<file path="src/rtl/matmul_pkg.sv">
// Shared types and operand-bank layout constants for the 4x4 complex matmul sequencer.
package matmul_pkg;

    typedef enum logic [2:0] {
        S_IDLE,
        S_ACCUM,
        S_DRAIN,
        S_WRITE,
        S_DONE
    } state_e;

    localparam int N_DIM       = 4;
    localparam int A_BASE      = 0;
    localparam int B_BASE      = 32;
    localparam int ROW_STRIDE  = 8;
    localparam int CPLX_STRIDE = 2;

endpackage

</file>
<file path="src/rtl/matmul_idx_gen.sv">
// Maps element/term counters (i, j, k) to operand-bank indices and the result address.
module matmul_idx_gen
    import matmul_pkg::*;
(
    input  logic [1:0] i_row,
    input  logic [1:0] i_col,
    input  logic [1:0] i_k,
    output logic [5:0] o_a_idx,
    output logic [5:0] o_b_idx,
    output logic [3:0] o_addr
);

    // Each complex word occupies two consecutive slots (real, imag), hence the x2 strides.
    always_comb begin
        o_a_idx = 6'(A_BASE + ROW_STRIDE * int'(i_row) + CPLX_STRIDE * int'(i_k));
        o_b_idx = 6'(B_BASE + ROW_STRIDE * int'(i_k) + CPLX_STRIDE * int'(i_col));
        o_addr  = 4'(N_DIM * int'(i_row) + int'(i_col));
    end

endmodule

</file>
<file path="src/rtl/matmul_sequencer.sv">
// Walks all 16 C(i,j) elements through one shared complex MAC and strobes result writes.
// Optional `MATMUL_SEQ_CYCLE_COUNT_EN adds a 16-bit busy-cycle counter output.
module matmul_sequencer
    import matmul_pkg::*;
#(
    parameter int MAC_LATENCY = 2
) (
    input  logic        CLK,
    input  logic        MasterReset,
    input  logic        Start,
    output logic [5:0]  ARegIdx,
    output logic [5:0]  BRegIdx,
    output logic        MacEnable,
    output logic        MacClear,
    output logic        ResultWrite,
    output logic [3:0]  ResultAddr,
    output logic        Busy,
`ifdef MATMUL_SEQ_CYCLE_COUNT_EN
    output logic        Done,
    output logic [15:0] CycleCount
`else
    output logic        Done
`endif
);

    state_e     r_state;
    state_e     w_next_state;
    logic [1:0] r_i;
    logic [1:0] r_j;
    logic [1:0] r_k;
    logic [2:0] r_d;
    logic       r_start_q;
    logic       r_armed;
    logic       w_start_rise;
    logic [5:0] w_a_idx;
    logic [5:0] w_b_idx;
    logic [3:0] w_addr;

    // A Start level still high when reset releases must not count as an edge,
    // so an edge is only honoured once Start has been seen low after reset.
    assign w_start_rise = Start && !r_start_q && r_armed;

    always_ff @(posedge CLK or posedge MasterReset) begin
        if (MasterReset) begin
            r_start_q <= 1'b0;
            r_armed   <= 1'b0;
        end else begin
            r_start_q <= Start;
            if (!Start) r_armed <= 1'b1;
        end
    end

    always_ff @(posedge CLK or posedge MasterReset) begin
        if (MasterReset) r_state <= S_IDLE;
        else             r_state <= w_next_state;
    end

    always_comb begin
        w_next_state = r_state;
        case (r_state)
            S_IDLE:  if (w_start_rise) w_next_state = S_ACCUM;
            S_ACCUM: if (r_k == 2'(N_DIM - 1)) w_next_state = S_DRAIN;
            S_DRAIN: if (r_d == 3'(MAC_LATENCY - 1)) w_next_state = S_WRITE;
            S_WRITE: begin
                if (r_i == 2'(N_DIM - 1) && r_j == 2'(N_DIM - 1)) w_next_state = S_DONE;
                else                                              w_next_state = S_ACCUM;
            end
            S_DONE:  if (!Start) w_next_state = S_IDLE;
            default: w_next_state = S_IDLE;
        endcase
    end

    always_ff @(posedge CLK or posedge MasterReset) begin
        if (MasterReset) begin
            r_i <= '0;
            r_j <= '0;
            r_k <= '0;
            r_d <= '0;
        end else begin
            case (r_state)
                S_IDLE: begin
                    if (w_start_rise) begin
                        r_i <= '0;
                        r_j <= '0;
                        r_k <= '0;
                    end
                end
                S_ACCUM: begin
                    r_k <= r_k + 2'd1;
                    if (r_k == 2'(N_DIM - 1)) r_d <= '0;
                end
                S_DRAIN: r_d <= r_d + 3'd1;
                S_WRITE: begin
                    r_k <= '0;
                    r_j <= r_j + 2'd1;
                    if (r_j == 2'(N_DIM - 1)) r_i <= r_i + 2'd1;
                end
                default: ;
            endcase
        end
    end

    matmul_idx_gen u_idx_gen (
        .i_row   (r_i),
        .i_col   (r_j),
        .i_k     (r_k),
        .o_a_idx (w_a_idx),
        .o_b_idx (w_b_idx),
        .o_addr  (w_addr)
    );

    // Outputs decode registered state only; indices read zero outside their active state.
    always_comb begin
        MacEnable   = (r_state == S_ACCUM);
        MacClear    = (r_state == S_ACCUM) && (r_k == 2'd0);
        ARegIdx     = (r_state == S_ACCUM) ? w_a_idx : 6'd0;
        BRegIdx     = (r_state == S_ACCUM) ? w_b_idx : 6'd0;
        ResultWrite = (r_state == S_WRITE);
        ResultAddr  = (r_state == S_WRITE) ? w_addr : 4'd0;
        Busy        = (r_state == S_ACCUM) || (r_state == S_DRAIN) || (r_state == S_WRITE);
        Done        = (r_state == S_DONE);
    end

`ifdef MATMUL_SEQ_CYCLE_COUNT_EN
    logic [15:0] r_cycle_count;

    always_ff @(posedge CLK or posedge MasterReset) begin
        if (MasterReset)                             r_cycle_count <= '0;
        else if (r_state == S_IDLE && w_start_rise)  r_cycle_count <= '0;
        else if (Busy)                               r_cycle_count <= r_cycle_count + 16'd1;
    end

    assign CycleCount = r_cycle_count;
`endif

endmodule

</file>
<file path="config.mk">
export PLATFORM = sky130hd
export DESIGN_NAME = matmul_sequencer
export DESIGN_NICKNAME = d
export VERILOG_FILES = /design/src/rtl/matmul_pkg.sv /design/src/rtl/matmul_idx_gen.sv /design/src/rtl/matmul_sequencer.sv
export SDC_FILE = /design/constraint.sdc
export NUM_CORES = 1
export LEC_CHECK = 0
export CORE_ASPECT_RATIO = 1.25
export CORE_UTILIZATION = 30
export CTS_CLUSTER_SIZE = 25
export DETAILED_ROUTE_END_ITERATION = 10
export GPL_ROUTABILITY_DRIVEN = 0
export HOLD_SLACK_MARGIN = 0.02
export PLACE_DENSITY = 0.63
export SLEW_MARGIN = 10
export SYNTH_ARGS = -nofsm -noshare
export SYNTH_HDL_FRONTEND = slang
export SYNTH_HIERARCHICAL = 1
export SYNTH_SLANG_ARGS = --single-unit
</file>
<file path="constraint.sdc">
create_clock -name CLK -period 1.4 [get_ports CLK]
set_input_delay 0.14 -clock CLK [delete_from_list [all_inputs] [get_ports CLK]]
set_output_delay 0.14 -clock CLK [all_outputs]
set_load 0.005 [all_outputs]
</file>
==> impl_metrics.py <==
metrics = {
    "floorplan": {
        "design.core.area_um2": 3220,
        "initial_core_util_pct": 31.5,
        "die_width_um": 54.0,
        "die_area_um2": 3620,
        "io_pins": 24,
        "chipHeight_um": 67.0,
        "fp-row-count": 23,
    },
    "global_routing": {
        "grt_use_total_pct": 14.7,
        "grt_pass1_wl_um": 3710,
        "grt_pass1_vias": 791,
        "antenna_found_initial": 0,
        "grt_max_degree": 15,
        "grt_use_met1_pct": 16.6,
        "grt_util_met2_pct": 25.3,
        "use_met3_pct": 2.74,
        "grt-busiest-layer": "met2",
        "grt_overflow": 0,
    },
    "synth": {
        "postSynthAreaPerCell_um2": 9.57,
        "synth.distinct_cells": 33,
        "synthCells": 106,
        "synth_edf_count": 0,
        "ys_ff_latch": 14,
        "synth-compound-area-share_pct": 9.99,
        "synthTopCellsByCount": "19 x buf_4, 18 x and2_1, 14 x dfrtp_1",
        "synthMuxAreaShare_pct": 2.10,
        "synthArstFlopShare_pct": 100,
        "netlist_area_um2": 1010,
        "post-synth-top-count-cell": "buf_4",
        "seq_area_frac_synth_pct": 34.5,
        "netlist.area_leader.share_pct": 34.5,
        "ys.warnings.count": 6,
        "synth_xor_area_share_pct": 0.863,
        "synth.area.top_cells": "dfrtp_1 35%, buf_4 14%, and2_1 11%",
        "synth_fa_ha_area_share_pct": 7.40,
        "synth_top_family_by_area": "simple AND/OR/NAND/NOR gates",
        "synth_ff_type": "dfrtp_1",
        "yosys.area_share.simple_pct": 27.9,
        "yosysTopAreaCell": "dfrtp_1",
    },
    "worst_setup_path": {
        "reg2reg_depth": 7,
        "crit_start": "r_state[1]",
        "r2r-end": "r_j[1]",
        "cpMaxStageDelayCell": "dfrtp_1",
        "required_ns": 1.26,
        "path_cells": "nor3b_4 -> buf_4 -> buf_6 -> buf_6 -> and2_4 -> buf_6",
        "arrival_ns": 1.41,
        "cp_max_fo": 4,
        "startpoint_type": "register",
        "cp-end-kind": "output port",
        "rr_startpoint": "r_state[2]",
        "cpMostUsedCell": "buf_6",
        "crit_type": "reg -> out",
        "cpPeakStageDelay_ns": 0.42,
        "r2r_slack_ns": -0.11,
    },
    "timing": {
        "fmax_ghz": 0.643,
        "fin_skew_ns": 0.00160,
        "fin_ws_ns": -0.154,
        "finalCriticalPeriod_ns": 1.55,
        "slew_viol_final": 0,
        "setup_violations": 15,
        "worstMarginPinSlew_ns": 0.554,
        "slew_headroom_pct": 63.0,
        "hold_viol_final": 0,
        "rsz0062_at_grt": "true",
        "post-route-period-util_pct": 111,
    },
    "placement": {
        "dpl_worst_slack_ns": -0.133,
        "dp_cells": 158,
        "portBuffers": 20,
        "dp_hpwl_um": 1400,
    },
    "pwr": {
        "p_leak_nw": 0.727,
        "powerDensity_nw_per_um2": 2030,
        "totalPowerFinal_mw": 2.93,
        "worst_ir_drop_vdd_v": 0.00111,
    },
    "finish": {
        "drive_above_1_share_pct": 48.2,
        "fillers": 313,
        "diodes": 0,
        "final_cells": 176,
        "fin_nets": 149,
        "syn_to_final_growth_pct": 42.3,
    },
    "route": {
        "ant_nets": 0,
        "routed_via_density": 4.55,
        "dr.pass1.iters": 4,
        "route.detailed.drc": 0,
        "vias": 800,
        "finalWirelength_um": 2250,
        "detail_route.wl_per_cell_um": 12.8,
        "drt_iter0_drc": 7,
    },
    "clocking": {
        "cts_max_path_buffers": 2,
        "worstSkewPairLatency_ns": 0.25,
        "cts_buffers": 3,
        "htreeDepth": 1,
        "clock_sinks": 14,
        "path_clk_slew_ns": 0.06,
        "cts_tree": "built",
        "cts.root.buffer_cell": "clkbuf_8",
    },
    "run": {
        "maxCapViolCount": 0,
    },
    "status": {
        "status": "finished with violations",
        "violations": "setup timing",
    },
    "worst_hold_path": {
        "hold_path.class": "in -> async",
    },
}
-- logic make-up (layout without fill, tap and decap cells) --
family	Yosys count	in the layout
and+or+nand+nor	42	42
adders and majority gates	6	6
buffers and inverters	25	56
muxes	2	2
AOI/OAI and AO/OA	14	14
DFF	14	14
other	2	4
xor gates and xnor gates	1	1
-- power by group --
part	switching (mW)	internal, mW	leakage (nW)	total, mW
registers	0.114	0.526	0.176	0.640
logic	0.712	1.17	0.522	1.88
clock network	0.158	0.250	0.0288	0.408
-- metrics by stage --
step	util (%)	TNS, ns	hold slack (ns)	instance area, um2
2_1_floorplan	-	0	0.0292	1020
3_3_place_gp	37.9	-1.50	0.469	1220
6_report	44.8	-1.29	0.232	1440
3_5_place_dp	37.9	-1.77	0.474	1220
5_1_grt	44.8	-2.78	0.312	1440
4_1_cts	42.1	-1.28	0.247	1360
-- worst max-delay path: cells and delay by family (launching register included) --
family	cells	cell delay (ns)
AND/OR/NAND/NOR	2	0.33
flip-flops	1	0.42
buffers and inverters	4	0.42
-- layer usage --
layer  vias to the layer above  wire length, um  part of all wire, %
met5                         -                0                    0
met2                        16             1200                   53
met1                       380              910                   41
li1                        399                -                    -
met4                         0               53                  2.4
met3                         5               80                  3.6
-- cell usage in the layout (no fill, tap or decap), types with 2 or more instances in the layout --
cell             count
and2_1              11
conb_1               4
clkdlybuf4s50_1      2
clkbuf_8             4
o22a_1               2
buf_6               16
buf_4               16
nand2b_1             2
nor2_1               6
ha_1                 6
and2_4               7
o21ai_1              2
dfrtp_1             14
a21oi_1              3
inv_1                4
buf_2               11
and3b_2              2
nor3b_4              2
nand2_1              2
-- registers in the layout, summed over array words and instances, names as in the netlist --
register and count:
r_i 2, r_d 3, r_start_q 1, r_state 3, r_k 2, r_j 2, r_armed 1
-- worst max path at each step --
stage / slack [ns] / depth (start not counted) / to
floorplan: 0.20 / 4 / r_k[0]
global placement: -0.12 / 3 / ResultAddr[2]
detailed placement: -0.13 / 3 / ResultAddr[2]
CTS: -0.19 / 6 / BRegIdx[5]
global route: -0.24 / 6 / BRegIdx[5]
finish: -0.15 / 6 / BRegIdx[5]
-- what timing repair did --
item                                    CTS  global route
hold buffers                              0             0
pin swaps                                14             6
gates cloned                              1             1
endpoints found under the setup margin   18            27
gates resized for setup                  90            18
buffers inserted                         15             5
-- area by class of cell --
class | count | area [um2] | share of cell area, %
well taps | 37 | 46.3 | 3.21
multi-input cells | 69 | 557 | 38.6
flip-flops and latches | 14 | 350 | 24.3
inverters | 4 | 15.0 | 1.04
repair buffers | 48 | 420 | 29.1
clock buffers | 4 | 55.1 | 3.81
No activity file was read; power rests on OpenSTA's default activity.
